**src/rtl/mest_pkg.sv**
```systemverilog
// rtl/mest_pkg.sv - shared opcodes and sequencer state encoding
package mest_pkg;

  localparam logic [7:0] OP_NOP    = 8'h00;
  localparam logic [7:0] OP_LOAD_A = 8'h01;
  localparam logic [7:0] OP_ADD    = 8'h02;
  localparam logic [7:0] OP_SUB    = 8'h03;
  localparam logic [7:0] OP_AND    = 8'h04;
  localparam logic [7:0] OP_OR     = 8'h05;
  localparam logic [7:0] OP_XOR    = 8'h06;
  localparam logic [7:0] OP_OUT    = 8'h07;

  typedef enum logic [1:0] {
    ST_IDLE   = 2'd0,
    ST_RUN    = 2'd1,
    ST_FINISH = 2'd2
  } state_e;

endpackage

```
**src/rtl/mest_prog_mem.sv**
```systemverilog
// rtl/mest_prog_mem.sv - program storage, synchronous write / asynchronous read
module mest_prog_mem #(
  parameter int DEPTH = 16
) (
  input  logic                     clk,
  input  logic                     we,
  input  logic [$clog2(DEPTH)-1:0] waddr,
  input  logic [15:0]              wdata,
  input  logic [$clog2(DEPTH)-1:0] raddr,
  output logic [15:0]              rdata
);

  logic [15:0] mem_q [DEPTH];

  always_ff @(posedge clk) begin
    if (we) begin
      mem_q[waddr] <= wdata;
    end
  end

  assign rdata = mem_q[raddr];

endmodule

```
**src/rtl/mest_sequencer.sv**
```systemverilog
// rtl/mest_sequencer.sv - loads a small instruction program and issues it to the accumulator stage
import mest_pkg::*;

module mest_sequencer #(
  parameter int         DEPTH    = 16,
  parameter logic [7:0] NOP_CODE = OP_NOP
) (
  input  logic                   CLK,
  input  logic                   RESET,
  input  logic                   LOAD_EN,
  input  logic [7:0]             LOAD_INSTR,
  input  logic [7:0]             LOAD_DATA,
  input  logic                   CLEAR,
  input  logic                   START,
  input  logic                   STALL,
  output logic [7:0]             INSTRUCTION,
  output logic [7:0]             IN_DATA,
  output logic                   BUSY,
  output logic                   DONE,
  output logic [$clog2(DEPTH):0] PROG_LEN,
  output logic                   LOAD_ERR
);

  localparam int AW = $clog2(DEPTH);
  localparam int LW = AW + 1;

  state_e        state_q, state_d;
  logic [LW-1:0] pc_q, pc_d;
  logic [LW-1:0] len_q, len_d;
  logic          err_q, err_d;
  logic [7:0]    instr_q, instr_d;
  logic [7:0]    data_q, data_d;
  logic          busy_q, busy_d;
  logic          done_q, done_d;
  logic          mem_we;
  logic [15:0]   mem_rdata;

  mest_prog_mem #(.DEPTH(DEPTH)) u_mem (
    .clk   (CLK),
    .we    (mem_we),
    .waddr (len_q[AW-1:0]),
    .wdata ({LOAD_INSTR, LOAD_DATA}),
    .raddr (pc_q[AW-1:0]),
    .rdata (mem_rdata)
  );

  always_comb begin
    state_d = state_q;
    pc_d    = pc_q;
    len_d   = len_q;
    err_d   = err_q;
    instr_d = NOP_CODE;
    data_d  = 8'h00;
    busy_d  = 1'b0;
    done_d  = 1'b0;
    mem_we  = 1'b0;
    case (state_q)
      ST_IDLE: begin
        if (START) begin
          pc_d = '0;
          if (LOAD_EN) err_d = 1'b1;
          if (len_q != '0) begin
            state_d = ST_RUN;
            busy_d  = 1'b1;
          end else begin
            state_d = ST_FINISH;
            done_d  = 1'b1;
          end
        end else if (CLEAR) begin
          len_d = '0;
          err_d = 1'b0;
        end else if (LOAD_EN) begin
          if (len_q == LW'(DEPTH)) begin
            err_d = 1'b1;
          end else begin
            mem_we = 1'b1;
            len_d  = len_q + LW'(1);
          end
        end
      end
      ST_RUN: begin
        if (LOAD_EN) err_d = 1'b1;
        // The full-width counter reaching len_q ends the run, so DEPTH entries never wrap.
        if (pc_q == len_q) begin
          state_d = ST_FINISH;
          done_d  = 1'b1;
        end else if (STALL) begin
          busy_d = 1'b1;
          data_d = data_q;
        end else begin
          busy_d  = 1'b1;
          instr_d = mem_rdata[15:8];
          data_d  = mem_rdata[7:0];
          pc_d    = pc_q + LW'(1);
        end
      end
      ST_FINISH: begin
        if (LOAD_EN) err_d = 1'b1;
        state_d = ST_IDLE;
      end
      default: state_d = ST_IDLE;
    endcase
  end

  always_ff @(posedge CLK or posedge RESET) begin
    if (RESET) begin
      state_q <= ST_IDLE;
      pc_q    <= '0;
      len_q   <= '0;
      err_q   <= 1'b0;
      instr_q <= NOP_CODE;
      data_q  <= 8'h00;
      busy_q  <= 1'b0;
      done_q  <= 1'b0;
    end else begin
      state_q <= state_d;
      pc_q    <= pc_d;
      len_q   <= len_d;
      err_q   <= err_d;
      instr_q <= instr_d;
      data_q  <= data_d;
      busy_q  <= busy_d;
      done_q  <= done_d;
    end
  end

  assign INSTRUCTION = instr_q;
  assign IN_DATA     = data_q;
  assign BUSY        = busy_q;
  assign DONE        = done_q;
  assign PROG_LEN    = len_q;
  assign LOAD_ERR    = err_q;

endmodule

```
**config.mk**
```make
export PLATFORM = sky130hd
export DESIGN_NAME = mest_sequencer
export DESIGN_NICKNAME = d
export VERILOG_FILES = /design/src/rtl/mest_pkg.sv /design/src/rtl/mest_prog_mem.sv /design/src/rtl/mest_sequencer.sv
export SDC_FILE = /design/constraint.sdc
export NUM_CORES = 1
export LEC_CHECK = 0
export BUFFER_PORTS_ARGS = -buffer_cell sky130_fd_sc_hd__buf_2
export CORE_AREA = 2 2 154 156
export CTS_BUF_LIST = sky130_fd_sc_hd__clkbuf_8 sky130_fd_sc_hd__clkbuf_16
export DETAILED_ROUTE_END_ITERATION = 8
export DIE_AREA = 0 0 156 158
export GPL_TIMING_DRIVEN = 0
export PLACE_DENSITY = 0.66
export SLEW_MARGIN = 10
export SYNTH_ARGS = -nofsm -noshare
export SYNTH_HDL_FRONTEND = slang
export SYNTH_SLANG_ARGS = --single-unit
```
**constraint.sdc**
```tcl
create_clock -name CLK -period 3.55 [get_ports CLK]
set_input_delay 0 -clock CLK [delete_from_list [all_inputs] [get_ports CLK]]
set_output_delay 0 -clock CLK [all_outputs]
set_load 0.005 [all_outputs]
```
==> results.yml <==
final_layout:
  area_growth_pct: 18.1
  fin_area_mm2: 0.0133
  layout_common_cells: "edfxtp_1 (256), mux4_2 (54), buf_2 (53)"
  final_common_cell: "edfxtp_1"
  nFillCells: 1646
  drive_gt1_frac: 0.274
  nets: 707
  antenna_cells: 0
worst_setup_path:
  max_stage_delay_ps: 740
  worstPathRequired_ps: 3780
  worstSetupEndpointType: "flop"
  crit_chain: "inv_1 -> ha_1 -> a31oi_2 -> nor3b_2 -> nand2_1 -> nor3_2 -> buf_4"
  crit_arrival_ps: 3460
  start_kind: "flop"
  crit_path_max_fanout: 9
  reg2reg_depth: 7
  cp_slowest_cell: "nor3_2"
  crit_type: "reg -> reg"
placement:
  pre_cts_ws_ps: 301
  post_dp_cell_area_mm2: 0.0122
  port_buffers: 44
  place_congestion: 0.796
  place_hpwl_um: 15800
clock_network:
  h-tree-depth: 1
  cts_tree: "yes"
  cts_root_buffer: "clkbuf_16"
  insertion_delay_ps: 530
  worst_setup_hold_path_clk_slew_ps: 60
  clock-sinks: 287
  cts_buffers: 28
  clock_path_buffers: 3
routing:
  vias: 5910
  vias_per_cell: 5.98
  drc: 0
  drt-pass1-iter-count: 5
  ant_nets: 0
  routed_wl_um: 24400
  drt_iter0_markers: 562
  avgRoutedWirePerCell_um: 24.6
timing:
  finalSetupTns_ps: 0
  finalSetupViolations: 0
  fin_hold_ws_ps: 185
  clock_skew_ps: 8.76
  post-route-worst-setup-slack_ps: 317
  rsz0062_at_grt: "no"
  final.period_utilization: 0.911
  fmax_mhz: 309
  slew_violations: 0
  fin_crit_ps: 3230
  finalHoldViolCount: 0
  worstMarginPinSlew_ps: 938
  slew_headroom: 0.374
synth:
  syn_nets: 594
  syn_inst: 564
  syn_area_mm2: 0.0113
  yosys_warnings: 0
  synth_fa_ha_area_frac: 0.00887
  async_flop_share: 0.108
  postSynthAreaPerCell_um2: 20.0
  synthDistinctLibCells: 44
  synth_top_family_by_area: "multiplexers"
  synth_edf_count: 256
  synth_compound_area_frac: 0.0454
  synthXorXnorAreaFrac: 0.00388
  yosys.area_share.simple: 0.0311
  ys_ff_latch: 287
  dominantRegCellSynth: "edfxtp_1"
  muxShareOfSynthArea: 0.142
  yosysSeqAreaShare: 0.750
grt:
  grt_pass1_vias: 5948
  antenna_found_initial: 0
  grt_max_degree: 32
  grt_overflow: 0
  grt_first_pass_wirelength_um: 36000
  grt.total_usage: 0.201
floorplanning:
  io_pins: 46
  die_y_um: 158
  start_util: 0.490
  num_rows: 56
  die_w_um: 156
  die_area_mm2: 0.0246
  core_area_mm2: 0.0231
job:
  drv_cap: 0
power_and_ir_drop:
  peakVddDrop_uv: 323
  netSwitchingFraction: 0.238
  p_leak_nw: 4.47
  power_per_cell_area_mw_per_mm2: 597
  p_int_mw: 6.06
  combPwrFrac: 0.149
  power.switching_mw: 1.90
  power_frac_seq: 0.482
  p_clk_frac: 0.369
status:
  status: "completed"
worst_hold_path:
  min_path_type: "in -> async"
## what timing repair did
action	4_1_cts	5_1_grt
hold buffers	23	0
hold endpoints to repair	304	0
buffers inserted	0	0
gates resized for setup	0	0
## registers in the layout, indices dropped and copies added, names as in the netlist
signal       flops
u_mem.mem_q    256
IN_DATA          8
BUSY             1
LOAD_ERR         1
INSTRUCTION      8
pc_q             5
PROG_LEN         5
state_q          2
DONE             1
## per-stage QoR
step	cells	util	total power, mW
2_1_floorplan	564	-	4.71
3_3_place_gp	898	0.515	5.02
3_5_place_dp	914	0.528	5.07
4_1_cts	988	0.579	8.01
5_1_grt	988	0.579	8.26
6_report	988	0.579	7.96
## area by class of cell
class | count | area [um2] | area share
Tap cell | 290 | 363 | 0.0272
Timing Repair Buffer | 83 | 698 | 0.0524
Buffer | 30 | 183 | 0.0137
Clock inverter | 19 | 163 | 0.0122
Inverter | 9 | 33.8 | 0.00253
Multi-Input combinational cell | 238 | 2670 | 0.200
Sequential cell | 287 | 8460 | 0.635
Clock buffer | 32 | 767 | 0.0575
## logic make-up after synthesis
group                      count (synthesis)
and+or+nand+nor                           72
adders and majority gates                  8
xor gates and xnor gates                   5
muxes                                     76
AOI/OAI and AO/OA                         77
DFF                                      287
buffers and inverters                     39
## critical path, delay by kind of cell, from the launching register on
kind	cells	cell delay, ps
AOI/OAI and AO/OA	1	330
and+or+nand+nor	3	1320
buffers and inverters	2	500
adders and majority gates	1	260
DFF	1	510
## synth_stat cells, types with 4 or more instances
| master | instances | area, um2 |
|---|---|---|
| nor2_1 | 29 | 109 |
| edfxtp_1 | 256 | 7690 |
| buf_2 | 9 | 45.0 |
| mux4_2 | 54 | 1220 |
| nor2b_1 | 11 | 68.8 |
| mux4_1 | 10 | 263 |
| a21oi_1 | 23 | 115 |
| inv_1 | 9 | 33.8 |
| dfrtp_1 | 31 | 776 |
| a22oi_1 | 16 | 120 |
| ha_1 | 8 | 100 |
| nor3_1 | 5 | 25.0 |
| buf_1 | 4 | 15.0 |
| o21ai_0 | 7 | 35.0 |
| xnor2_1 | 5 | 43.8 |
| clkbuf_1 | 10 | 37.5 |
| nand2_1 | 11 | 41.3 |
| mux2i_1 | 9 | 90.1 |
| a211oi_1 | 16 | 120 |
## power groups by stage
| stage | logic [mW] | clock network [mW] | registers (mW) |
|---|---|---|---|
| global route | 1.30 | 3.11 | 3.85 |
| detailed placement | 1.16 | 0 | 3.91 |
| floorplan | 0.815 | 0 | 3.90 |
| CTS | 1.20 | 2.97 | 3.84 |
| global placement | 1.11 | 0 | 3.90 |
| finish | 1.18 | 2.94 | 3.84 |
## layer usage
metal,GRT usage,wire [um],up-vias
met5,0,0,-
met4,0.0616,620,0
met3,0.0370,2000,38
met2,0.318,11300,278
met1,0.290,10400,3054
li1,-,-,2540
## final timing paths
kind | from | endpoint | slack [ps]
setup / recovery | PROG_LEN[1] | u_mem.mem_q[2][1] | 320
hold / removal | RESET | INSTRUCTION[6] | 180
setup reg to reg | PROG_LEN[1] | u_mem.mem_q[2][1] | 320
hold reg to reg | IN_DATA[2] | IN_DATA[2] | 530
max in group asynchronous | RESET | IN_DATA[5] | 2840
min in group CLK | CLEAR | PROG_LEN[4] | 350
Note: power is estimated with default switching activity, not from simulation.
